`config.mk`:
```
export PLATFORM = sky130hd
export DESIGN_NAME = scoreboard_issue_ctrl
export DESIGN_NICKNAME = d
export VERILOG_FILES = /design/src/rtl/scoreboard_issue_ctrl.sv
export SDC_FILE = /design/constraint.sdc
export NUM_CORES = 1
export LEC_CHECK = 0
export ABC_CLOCK_PERIOD_IN_PS = 3560
export CAP_MARGIN = 20
export CELL_PAD_IN_SITES_DETAIL_PLACEMENT = 0
export CELL_PAD_IN_SITES_GLOBAL_PLACEMENT = 1
export CORE_MARGIN = 3
export CORE_UTILIZATION = 37
export CTS_CLUSTER_SIZE = 8
export DETAILED_ROUTE_END_ITERATION = 8
export GPL_TIMING_DRIVEN = 1
export MAX_ROUTING_LAYER = met4
export PLACE_DENSITY = 0.78
export SYNTH_ARGS = -nofsm -noshare
export SYNTH_HDL_FRONTEND = slang
export SYNTH_SLANG_ARGS = --single-unit
```
`constraint.sdc`:
```
create_clock -name clk -period 3.56 [get_ports clk]
set_input_delay 0.712 -clock clk [delete_from_list [all_inputs] [get_ports clk]]
set_output_delay 0.712 -clock clk [all_outputs]
set_load 0.02 [all_outputs]
```
`src/rtl/scoreboard_issue_ctrl.sv`:
```
// In-order issue controller for a 5-stage MIPS pipeline, sitting between IF and ID.
// A shadow shift register tracks destinations still in flight (ID/EXE/MEM). IF is
// stalled on RAW hazards against any of them. Long MDU ops run through a busy FSM.
module scoreboard_issue_ctrl #(
    parameter int unsigned DEPTH    = 3,
    parameter int unsigned LONG_LAT = 32
) (
    input  logic        clk,
    input  logic        rst,
    input  logic        issue_valid,
    input  logic [4:0]  issue_rs,
    input  logic [4:0]  issue_rt,
    input  logic        issue_use_rs,
    input  logic        issue_use_rt,
    input  logic        issue_we,
    input  logic [4:0]  issue_waddr,
    input  logic        issue_long,
    input  logic        issue_hilo_rd,
    input  logic        flush,
    output logic        stall,
    output logic        issue_accept,
    output logic        mdu_busy,
    output logic        long_done,
    output logic [31:0] pending
);

    typedef enum logic [0:0] {StIdle, StBusy} mdu_state_e;

    localparam logic [7:0] LatInit = 8'(LONG_LAT - 1);

    logic [DEPTH-1:0] sb_v;
    logic [4:0]       sb_waddr [DEPTH];

    mdu_state_e state_q, state_d;
    logic [7:0] cnt_q, cnt_d;
    logic       long_done_q, long_done_d;

    logic raw;

    // OR of all valid in-flight destinations; bit 0 is forced low so $0 never matches.
    always_comb begin
        pending = '0;
        for (int i = 0; i < DEPTH; i++) begin
            if (sb_v[i]) begin
                pending[sb_waddr[i]] = 1'b1;
            end
        end
        pending[0] = 1'b0;
    end

    // Hazard detection and issue handshake.
    always_comb begin
        raw          = (issue_use_rs && pending[issue_rs]) ||
                       (issue_use_rt && pending[issue_rt]);
        stall        = issue_valid && !flush &&
                       (raw || (mdu_busy && (issue_long || issue_hilo_rd)));
        issue_accept = issue_valid && !flush && !stall;
    end

    // Scoreboard shift: sb[0] takes the accepted instruction or a bubble.
    always_ff @(posedge clk) begin
        if (rst) begin
            sb_v <= '0;
            for (int i = 0; i < DEPTH; i++) begin
                sb_waddr[i] <= '0;
            end
        end else begin
            sb_v[0]     <= issue_accept && issue_we && (issue_waddr != 5'd0);
            sb_waddr[0] <= issue_waddr;
            for (int i = 1; i < DEPTH; i++) begin
                sb_v[i]     <= sb_v[i-1];
                sb_waddr[i] <= sb_waddr[i-1];
            end
        end
    end

    // MDU next-state: count down LONG_LAT cycles; the done pulse lands on the cnt==0 cycle.
    always_comb begin
        state_d     = state_q;
        cnt_d       = cnt_q;
        long_done_d = 1'b0;
        case (state_q)
            StIdle: begin
                if (issue_accept && issue_long) begin
                    state_d = StBusy;
                    cnt_d   = LatInit;
                end
            end
            StBusy: begin
                if (cnt_q == 8'd0) begin
                    state_d = StIdle;
                end else begin
                    cnt_d       = cnt_q - 8'd1;
                    long_done_d = (cnt_q == 8'd1);
                end
            end
            default: state_d = StIdle;
        endcase
    end

    // MDU state register.
    always_ff @(posedge clk) begin
        if (rst) begin
            state_q     <= StIdle;
            cnt_q       <= '0;
            long_done_q <= 1'b0;
        end else begin
            state_q     <= state_d;
            cnt_q       <= cnt_d;
            long_done_q <= long_done_d;
        end
    end

    assign mdu_busy  = (state_q == StBusy);
    assign long_done = long_done_q;

endmodule

```
Word-level counts from Yosys, hierarchy flattened
Memory sizes are Yosys's and may differ from the RTL's.
Index checks and enable logic that the tools add are counted.

operators by class
  add/sub/neg operators = 1
  $mul = 0
  divide/modulo/power cells = 0
  order comparisons = 8
  equal/unequal tests = 3
  shift operators = 0
  muxes and demuxes = 25
  bitwise logic cells = 6
  reduce and logical (&&, ||, !) cells = 21

operators by type and width
  cell                 number
  $mux 32              3
  $or 32x32->32        2
  $lt 5x6->1 const B   5
  $mux 8               2
  $pmux 8 s2           1
  $demux 1 s5          3
  $ge 5x1->1 const B   3
  $mux 5               3
  $logic_and 1x1->1    12
  $bmux 1 s5           2
  $mux 1               10
  $eq 8x1->1 const B   1
  $logic_not 8->1      1
  $sub 8x1->8 const B  1
  $reduce_bool 5->1    1
  $ne 2x2->1 const B   2
  $logic_or 1x1->1     3
  $or 1x1->1           3
  $reduce_or 3->1      1
  $logic_not 1->1      2
  $pmux 1 s2           1
  $reduce_and 2->1     1
  $not 1->1            1

storage, ports and cells
  flip-flop bits (word level) = 13
  bits in latches = 0
  memory bits (writable) = 15
  bits in read-only memories = 0
  input bits = 24
  output and inout bits = 36
  logic and storage cells = 69
  memories kept = 1

memory list
  memory    words  width  read ports  clocked after memory_dff  wr ports  RTL line  RTL
  sb_waddr  3      5      3           0                         3         32        logic [4:0] sb_waddr [DEPTH];

Longest topological paths before layout
An unclocked memory read counts as a cell.

  depth in word-level cells = 21
  mapped depth = 10
  depth with buffers taken out = 8

Least setup slack after synthesis
OpenSTA, ideal clock, no wires.

  kind = reg2out
  start point = memory sb_waddr[1][0], in the netlist sb_waddr[0][5]
  end point = output port stall
  data arrival time = 2542 ps
  data required time = 2848 ps
  setup slack = 306 ps
  stages on the path, launching flop included = 9
  buffers on the path = 1
  cells stage by stage = dfxtp_1 > buf_2 > nand4bb_1 > o31ai_2 > mux2i_1 > a221o_1 > o31a_1 > o211ai_1 > nor2b_1

RTL lines
  element             RTL line  RTL
  start: declaration  32
  end: declaration    20        output logic stall,

==> impl_metrics.prom <==
# TYPE chip_impl_metric gauge
chip_impl_info{name="outcome",value="completed"} 1
chip_impl_metric{name="boundaryPins",unit=""} 60
chip_impl_metric{name="post_detailed_route_count_of_antenna_violating_nets",unit=""} 0
chip_impl_metric{name="synth_cells",unit=""} 359
chip_impl_metric{name="critPathMaxFanout",unit=""} 6
chip_impl_metric{name="placement_rows",unit=""} 30
chip_impl_metric{name="worst_skew_pair.late_latency",unit="ns"} 0.28
chip_impl_info{name="cts_root_buffer",value="sky130_fd_sc_hd__clkbuf_8"} 1
chip_impl_metric{name="post-route-drc-count",unit=""} 0
chip_impl_metric{name="setup_total_negative_slack",unit="ns"} 0
chip_impl_metric{name="finish.utilization",unit="%"} 65.4
chip_impl_metric{name="final_layout_size_suffix_gt1_share",unit="%"} 39.7
chip_impl_metric{name="cts_hold_repair.buffers",unit=""} 0
chip_impl_metric{name="report.final.setup_viol",unit=""} 0
chip_impl_metric{name="number_of_global_route_vias_before_repair",unit=""} 3312
chip_impl_metric{name="fp.coreArea",unit="mm2"} 0.00702
chip_impl_metric{name="dieHeight",unit="um"} 92.5
chip_impl_metric{name="postSynthNetCount",unit=""} 385
chip_impl_metric{name="grt_pass1_wl",unit="um"} 16800
chip_impl_metric{name="synth.yosys.seq_area_share",unit="%"} 20.3
chip_impl_metric{name="htreeDepth",unit=""} 1
chip_impl_metric{name="globalRouteTotalUtil",unit="%"} 25.2
chip_impl_metric{name="routedWlPerCell",unit="um"} 18.7
chip_impl_info{name="worst_hold_path_type",value="reg2reg"} 1
chip_impl_metric{name="filler_cell_count",unit=""} 598
chip_impl_metric{name="power.ir.vdd_worst",unit="mV"} 0.202
chip_impl_metric{name="cts.reportedPaths.clkPinSlew",unit="ns"} 0.09
chip_impl_metric{name="clock_sink_count",unit=""} 28
chip_impl_metric{name="cts_buffers",unit=""} 3
chip_impl_info{name="critPathCaptureType",value="output pin"} 1
chip_impl_info{name="cts_tree",value="built"} 1
chip_impl_metric{name="fin_skew",unit="ns"} 0.00808
chip_impl_metric{name="fmaxAchievable",unit="MHz"} 283
chip_impl_metric{name="synth-async-reset-ratio",unit="%"} 0
chip_impl_metric{name="cts_max_path_buffers",unit=""} 2
chip_impl_metric{name="powerDensity",unit="mW/mm2"} 181
chip_impl_metric{name="firstDrtPassIters",unit=""} 5
chip_impl_metric{name="place_congestion",unit=""} 0.980
chip_impl_metric{name="crit_arrival",unit="ns"} 2.82
chip_impl_metric{name="final_min_period_over_clock_period",unit="%"} 99.3
chip_impl_metric{name="synth-edff-count",unit=""} 0
chip_impl_metric{name="antenna-diode-count",unit=""} 0
chip_impl_metric{name="dr.first_iter.drc_count",unit=""} 289
chip_impl_metric{name="ys.warnings.count",unit=""} 0
chip_impl_metric{name="port_buffers",unit=""} 58
chip_impl_metric{name="syn-cell-area",unit="mm2"} 0.00277
chip_impl_metric{name="power",unit="mW"} 0.831
chip_impl_metric{name="start_util",unit="%"} 39.4
chip_impl_metric{name="yosys_register_bits",unit=""} 28
chip_impl_info{name="final_common_cell",value="sky130_fd_sc_hd__buf_4"} 1
chip_impl_info{name="synth-main-ff-cell",value="sky130_fd_sc_hd__dfxtp_1"} 1
chip_impl_metric{name="flow.area_growth_from_synthesis",unit="%"} 66.0
chip_impl_metric{name="final-max-slew-violation-count",unit=""} 0
chip_impl_metric{name="syn-mean-instance-area",unit="um2"} 7.71
chip_impl_metric{name="post_synth_num_cell_types",unit=""} 81
chip_impl_metric{name="finish.net_count",unit=""} 546
chip_impl_metric{name="worst_slew_margin_rel",unit="%"} 37.6
chip_impl_metric{name="vias_per_cell",unit=""} 5.84
chip_impl_metric{name="power.leakage",unit="nW"} 1.86
chip_impl_metric{name="maxcap_violations",unit=""} 0
chip_impl_info{name="layout.cells.most_common_list",value="114 x sky130_fd_sc_hd__buf_4, 51 x sky130_fd_sc_hd__clkdlybuf4s50_1, 48 x sky130_fd_sc_hd__nor2_1"} 1
chip_impl_metric{name="dpl.hpwl",unit="um"} 8700
chip_impl_metric{name="required_time_at_the_endpoint_of_the_critical_path",unit="ns"} 2.85
chip_impl_info{name="unrepaired_setup_endpoints_after_global_routing",value="true"} 1
chip_impl_metric{name="die_width",unit="um"} 92.5
chip_impl_metric{name="grt_start_max_net_pins",unit=""} 29
chip_impl_metric{name="vias",unit=""} 3591
chip_impl_metric{name="timing_hold_violations_final",unit=""} 0
chip_impl_metric{name="final_worst_path_period_need",unit="ns"} 3.53
chip_impl_metric{name="grt_antenna_before_repair",unit=""} 0
chip_impl_info{name="cp-start-kind",value="register"} 1
chip_impl_info{name="crit_type",value="reg2out"} 1
chip_impl_metric{name="grt_remaining_overflow",unit=""} 0
chip_impl_metric{name="die_area",unit="mm2"} 0.00855
chip_impl_metric{name="totalWireLength",unit="um"} 11500
chip_impl_metric{name="worstMarginPinSlew",unit="ns"} 0.932
## report_power, final
part	leakage, nW	internal (mW)	switching [mW]
logic	1.59	0.125	0.110
clock network	0.0357	0.151	0.0993
registers	0.238	0.324	0.0223
## per-stage QoR
stage	setup WS [ns]	hold slack [ns]	cell area, um2	cells
2_1_floorplan	0.306	0.475	2770	359
3_3_place_gp	-0.501	0.493	4120	592
3_5_place_dp	-0.560	0.500	4120	592
4_1_cts	0.0176	0.515	4230	598
5_1_grt	-0.0933	0.552	4590	615
6_report	0.0253	0.514	4590	615
## flip-flops by register name, indices dropped and copies added, names as in the netlist
| signal | cells |
|---|---|
| cnt_q | 8 |
| long_done | 1 |
| mdu_busy | 1 |
| sb_v | 3 |
| sb_waddr | 15 |
## worst max-delay path, stage by stage (launching register included)
cell,delay (ns)
sky130_fd_sc_hd__dfxtp_4,0.38
sky130_fd_sc_hd__clkbuf_4,0.18
sky130_fd_sc_hd__nor4bb_2,0.33
sky130_fd_sc_hd__a222oi_1,0.13
sky130_fd_sc_hd__buf_4,0.19
sky130_fd_sc_hd__o31a_1,0.23
sky130_fd_sc_hd__o31ai_1,0.07
sky130_fd_sc_hd__o311ai_1,0.14
sky130_fd_sc_hd__a311o_2,0.41
sky130_fd_sc_hd__o211ai_1,0.14
sky130_fd_sc_hd__nor2b_1,0.18
sky130_fd_sc_hd__buf_4,0.15
## logic make-up (layout without fill, tap and decap cells)
kind of cell               Yosys count  after routing  share of synthesized area [%]
and+or+nand+nor                    175            175                           38.0
AOI/OAI and AO/OA                  104            104                           30.1
buffers and inverters               39            199                           6.69
DFF                                 28             28                           20.3
xor gates and xnor gates             5              5                           1.58
muxes                                5              5                           2.26
adders and majority gates            2              2                          0.904
other                                1              1                          0.136
## final timing paths
path                            cells past startpoint                 startpoint                    end  slack (ns)
worst max-delay path                               11  sb_waddr[0][7]$_SDFF_PP0_                  stall        0.03
worst min-delay path                                2      cnt_q[2]$_SDFFE_PP0P_  cnt_q[2]$_SDFFE_PP0P_        0.51
worst max register to register                     11  sb_waddr[0][4]$_SDFF_PP0_  cnt_q[1]$_SDFFE_PP0P_        0.88
worst min register to register                      2      cnt_q[2]$_SDFFE_PP0P_  cnt_q[2]$_SDFFE_PP0P_        0.51
## cell type report
type	instances	area [um2]	area share, %
Tap cell	96	120	2.62
Sequential cell	28	603	13.1
Multi-Input combinational cell	292	2210	48.1
Clock inverter	1	30.0	0.654
Inverter	16	63.8	1.39
Clock buffer	3	41.3	0.899
Timing Repair Buffer	179	1520	33.2
## synth_stat cells, drive strengths merged (4+ instances only)
master,n,area (um2)
o22ai,15,93.8
xor2,4,35.0
clkbuf,10,38.8
nor3,15,75.1
nand2,17,63.8
nand3,4,20.0
nor2b,22,138
nand4bb,8,90.1
nand4b,9,78.8
a211oi,5,37.5
o211ai,7,71.3
o311ai,5,43.8
or2,13,81.3
o32ai,4,42.6
a21oi,8,40.0
inv,15,56.3
o21ai,16,87.6
mux2i,4,40.0
nor2,50,188
dfxtp,28,561
nand2b,12,75.1
buf,13,86.3
## metal layers
layer  share of wire (%)  wire, um  track usage, %  up-vias
met1                  40      4580            30.4     1680
met2                  49      5580            42.4      184
met3                 7.9       913            6.09       50
li1                    -         -               -     1677
met4                 3.7       427            5.94        0
met5                   0         0               -        -
## repair_timing
item | CTS | global route
pin swaps | 4 | 23
endpoints found under the setup margin | 2 | 2
endpoints found under the hold margin | 0 | 0
buffers inserted | 2 | 18
resized for setup | 25 | 64
Power figures use the tool's default switching activity.
